## config.mk

```make
export PLATFORM = sky130hd
export DESIGN_NAME = regfile_scoreboard
export DESIGN_NICKNAME = d
export VERILOG_FILES = /design/src/rtl/regfile_scoreboard.sv
export SDC_FILE = /design/constraint.sdc
export NUM_CORES = 1
export LEC_CHECK = 0
export CELL_PAD_IN_SITES_DETAIL_PLACEMENT = 1
export CELL_PAD_IN_SITES_GLOBAL_PLACEMENT = 2
export CORE_ASPECT_RATIO = 0.8
export CORE_MARGIN = 2
export CORE_UTILIZATION = 41
export DETAILED_ROUTE_END_ITERATION = 6
export GPL_TIMING_DRIVEN = 1
export HOLD_SLACK_MARGIN = 0.05
export PLACE_DENSITY = 0.82
export SYNTH_ARGS = -nofsm -noshare
export SYNTH_HDL_FRONTEND = slang
export SYNTH_SLANG_ARGS = --single-unit
```

## constraint.sdc

```tcl
create_clock -name clock -period 3 [get_ports clock]
set_input_delay 0.75 -clock clock [delete_from_list [all_inputs] [get_ports clock]]
set_output_delay 0.75 -clock clock [all_outputs]
set_load 0.05 [all_outputs]
```

## src/rtl/regfile_scoreboard.sv

```systemverilog
// Multi-port register file with registered read ports and a per-register pending scoreboard.
// Optional write-first forwarding on same-edge read/write is enabled by defining RF_BYPASS_EN.
module regfile_scoreboard #(
  parameter int DATA_W   = 16,
  parameter int ADDR_W   = 3,
  parameter int ZERO_REG = 0
) (
  input  logic              clock,
  input  logic              resetn,
  input  logic              rd_en,
  input  logic [ADDR_W-1:0] read1,
  input  logic [ADDR_W-1:0] read2,
  output logic [DATA_W-1:0] data1,
  output logic [DATA_W-1:0] data2,
  output logic              rd_valid,
  input  logic              reg_write,
  input  logic [ADDR_W-1:0] write_reg,
  input  logic [DATA_W-1:0] write_data,
  input  logic              resv_en,
  input  logic [ADDR_W-1:0] resv_reg,
  output logic              busy1,
  output logic              busy2
);

  localparam int NUM_REGS = 2 ** ADDR_W;

  logic [DATA_W-1:0]   regs [NUM_REGS];
  logic [NUM_REGS-1:0] pending;
  logic [NUM_REGS-1:0] pending_next;
  logic                write_ok;
  logic                resv_ok;
  logic [DATA_W-1:0]   rd_value1;
  logic [DATA_W-1:0]   rd_value2;

  // Register 0 swallows writes and reservations when hardwired to zero.
  assign write_ok = reg_write && !((ZERO_REG != 0) && (write_reg == '0));
  assign resv_ok  = resv_en   && !((ZERO_REG != 0) && (resv_reg  == '0));

  // NOTE: always_comb outputs get a full default first so no latch is inferred.
  always_comb begin
    pending_next = pending;
    if (write_ok) pending_next[write_reg] = 1'b0;
    // Applied after the clear so a same-cycle reserve of the written register wins.
    if (resv_ok)  pending_next[resv_reg]  = 1'b1;
  end

  function automatic logic [DATA_W-1:0] read_port(input logic [ADDR_W-1:0] addr);
    logic [DATA_W-1:0] value;
    value = regs[addr];
`ifdef RF_BYPASS_EN
    if (reg_write && (write_reg == addr)) value = write_data;
`endif
    if ((ZERO_REG != 0) && (addr == '0)) value = '0;
    return value;
  endfunction

  assign rd_value1 = read_port(read1);
  assign rd_value2 = read_port(read2);

  // NOTE: sequential state uses non-blocking assignments so every register samples pre-edge values.
  always_ff @(posedge clock) begin
    if (!resetn) begin
      // NOTE: the file is cleared by reset, so it maps to flops rather than a RAM macro.
      for (int i = 0; i < NUM_REGS; i++) regs[i] <= '0;
      pending  <= '0;
      data1    <= '0;
      data2    <= '0;
      rd_valid <= 1'b0;
    end else begin
      if (write_ok) regs[write_reg] <= write_data;
      pending  <= pending_next;
      rd_valid <= rd_en;
      if (rd_en) begin
        data1 <= rd_value1;
        data2 <= rd_value2;
      end
    end
  end

  // Busy reflects the scoreboard as of the last edge, never the current request.
  assign busy1 = pending[read1] && !((ZERO_REG != 0) && (read1 == '0));
  assign busy2 = pending[read2] && !((ZERO_REG != 0) && (read2 == '0));

endmodule
```

==> results.json, run 1 <==
{
  "status": "complete, no violations",
  "first_global_vias": 6154,
  "p_per_area_nw_per_um2": 582.7,
  "placed_area_um2": 9341,
  "rows": 46,
  "ant_nets": 0,
  "synth_area_leaders": "edfxtp_1, dfxtp_1, and2_1",
  "end_kind": "output pin",
  "clkTransAtPathRegs_ns": 0.06,
  "pwr-share-seq_pct": 47.9,
  "clock_sinks": 169,
  "drc": 0,
  "final.period_utilization_pct": 95.94,
  "arrival_ns": 2.13,
  "fin_area_um2": 9905,
  "yosysUniqueCellTypes": 28,
  "globalRouteOverflowTotal": 0,
  "worstHoldStart": "pending[3]",
  "finalMaxSlewViolations": 0,
  "drt_wl_total_um": 25000,
  "p_sw_mw": 1.530,
  "path_class": "input port to output pin",
  "clock_latency_ns": 0.43,
  "p_int_mw": 4.242,
  "fillerInstances": 2033,
  "syn_to_final_growth_pct": 18.77,
  "yosysWarningCount": 0,
  "path_cells": "clkdlybuf4s50_1 > mux4_2 > mux2_2 > buf_4",
  "root_buffer": "clkbuf_16",
  "maxCapViolations": 0,
  "cts_setup_buffers": 0,
  "crit_path_start": "read1[1]",
  "hold_slack_ns": 0.4983,
  "fin_nets": 766,
  "setup_ws_ns": 0.1218,
  "tightest_slew_ns": 0.9891,
  "finalSetupViolCount": 0,
  "min_period_ns": 2.878,
  "p_leak_nw": 3.642,
  "syn_inst": 659,
  "grt_antenna_before_repair": 1,
  "hold_path_class": "flop to flop",
  "cpLargestDelayFamily": "buffers and inverters",
  "start_kind": "input port",
  "start_util_pct": 42.00,
  "syn-num-nets": 692,
  "whs_path_depth": 2,
  "swShare_pct": 26.51,
  "p_clk_share_pct": 37.1,
  "critPathMaxStageDelay_ns": 0.58,
  "cts_tree": "built",
  "ir_drop_uv": 363.8,
  "finalClockSkew_ns": 0.005549,
  "crit_buf_inv": 2,
  "rsz0062_at_grt": "no",
  "io_pins": 68,
  "drtIter0Drc": 493,
  "vias": 5854,
  "syn_area_um2": 8339,
  "yosysTopAreaCell": "edfxtp_1",
  "dieHeight_um": 131.6,
  "cts_resized": 0,
  "grt_max_degree": 66,
  "hold_viol": 0,
  "die_x_um": 163.5,
  "fmax_mhz": 347.4,
  "p_comb_share_pct": 15.0,
  "drive_above_1_share_pct": 18.77,
  "place_congestion": 0.7535,
  "postCtsHoldBufs": 0,
  "grt_pass1_wl_um": 37950,
  "r2r-start": "regs[6][14]",
  "place_hpwl_um": 16180,
  "ys_seq_area_share_pct": 55.93,
  "die_area_um2": 21500,
  "reg2reg_to": "data2[14]",
  "vias_per_cell": 5.796,
  "path_max_fanout": 6,
  "fin_tns_setup_ns": 0,
  "io_buffers": 67,
  "synth_area_per_cell_um2": 12.65,
  "antennaDiodeCount": 0,
  "core_area_um2": 19860,
  "yosysTopAreaCellShare_pct": 46.09,
  "cts_buffers": 17,
  "regToRegSetupSlack_ns": 1.55,
  "crit_slowest_cell": "clkdlybuf4s50_1",
  "drtPass1Iterations": 5,
  "total_power_mw": 5.772,
  "clockBufferDepth": 2,
  "maxSlewHeadroom_pct": 34.06,
  "worstPathRequired_ns": 2.25,
  "wl_per_cell_um": 24.76,
  "whs_endpoint": "pending[3]",
  "ff2ff_path_depth": 4,
  "grt_use_total_pct": 24.05,
  "synth-seq-cells": 169,
  "place_ws_ns": 0.1389,
  "htreeDepth": 4
}
[area by class of cell]
class                      instances  area (um2)  share of cell area, %
clock inverter                    12       126.4                  1.276
multi-input combinational        436        3381                  34.13
timing repair buffer             101       935.9                  9.449
sequential                       169        4664                  47.09
clock buffer                      20       436.7                  4.409
tap                              264       330.3                  3.335
inverter                           8       30.03                 0.3032
[cell usage in the layout, fill, tap and decap left out]
cell and count:
nand2_1 6, o21ai_1 6, buf_12 2, clkbuf_1 3
mux2i_1 64, dfxtp_1 41, o21ai_0 32, bufinv_16 2
clkinv_2 4, nor3_1 2, o31ai_2 2, a22oi_1 4
nand3b_1 2, buf_2 1, o22ai_1 32, buf_4 36
edfxtp_1 128, and2_1 129, nand2b_1 7, o221ai_1 4
inv_6 1, o32ai_1 4, mux2_2 66, clkinvlp_4 5
nand3_1 2, a21oi_1 32, nor2_1 8, mux4_2 4
inv_1 8, clkbuf_16 17, a221o_1 28, nor2b_1 2
clkdlybuf4s50_1 62
[Yosys cell counts]
cell type / n
nand3b_1: 2
nor3_1: 2
nand2b_1: 7
o21ai_0: 38
dfxtp_1: 41
edfxtp_1: 128
clkbuf_2: 2
o22ai_1: 32
a21oi_1: 32
inv_1: 8
buf_2: 7
clkbuf_1: 25
nor2_1: 8
o221ai_1: 4
a221o_1: 28
buf_6: 4
and2_1: 129
o31ai_1: 2
a22oi_1: 4
buf_8: 4
buf_4: 4
o32ai_1: 4
mux4_2: 4
mux2i_1: 64
nand2_1: 6
nor2b_1: 2
nand3_1: 2
mux2_2: 66
[power groups by stage]
stage	Combinational (mW)	Clock, mW	Sequential [mW]
after floorplan	0.408	0	2.92
after CTS	0.866	2.17	2.76
after global placement	0.841	0	2.79
final	0.868	2.14	2.76
after global routing	0.920	2.27	2.78
after detailed placement	0.860	0	2.81
[sequential cells by signal, indices dropped and copies added, names as in the netlist]
name,cells
data1,16
data2,16
pending,8
rd_valid,1
regs,128
[metrics by stage]
step / utilization, % / instances
after global routing: 49.88 / 1010
final: 49.88 / 1010
after global placement: 47.04 / 978
after floorplan: - / 659
after CTS: 49.88 / 1010
after detailed placement: 47.04 / 978
[worst reg2reg max path, cell delays in order (launching register included)]
cell      delay [ns]
edfxtp_1        0.40
mux2_2          0.29
o22ai_1         0.26
a221o_1         0.26
a21oi_1         0.09
[how the worst max path moves through the flow]
stage               slack (ns)  cells past startpoint         end
finish                    0.12                      4       busy1
global route              0.08                      4       busy2
CTS                       0.12                      4       busy1
detailed placement        0.14                      4       busy1
global placement          0.14                      4       busy1
floorplan                 0.34                      2  regs[0][0]
[routing by layer]
| metal | GRT usage (%) | vias to the layer above | wire length (um) |
|---|---|---|---|
| met5 | 0 | - | 13 |
| li1 | - | 2640 | - |
| met3 | 5.271 | 37 | 1502 |
| met2 | 36.83 | 209 | 11300 |
| met4 | 7.115 | 2 | 519 |
| met1 | 34.22 | 2966 | 11670 |
[kinds of logic after synthesis]
| kind of cell | count (synthesis) | share of synthesized area [%] |
|---|---|---|
| mux | 134 | 17.67 |
| compound gates | 144 | 11.34 |
| flops | 169 | 55.93 |
| simple gates | 158 | 11.40 |
| buf+inv | 54 | 3.646 |
No activity file was read; power rests on OpenSTA's default activity.
==> run 2: changes to the inputs <==
--- a/config.mk
+++ b/config.mk
@@ -11,7 +11,6 @@
 export CORE_MARGIN = 2
 export CORE_UTILIZATION = 41
 export DETAILED_ROUTE_END_ITERATION = 6
-export GPL_TIMING_DRIVEN = 1
 export HOLD_SLACK_MARGIN = 0.05
 export PLACE_DENSITY = 0.82
 export SYNTH_ARGS = -nofsm -noshare
==> results of run 2 <==
The final DEF is identical to that of run 1; final timing and power are the same.
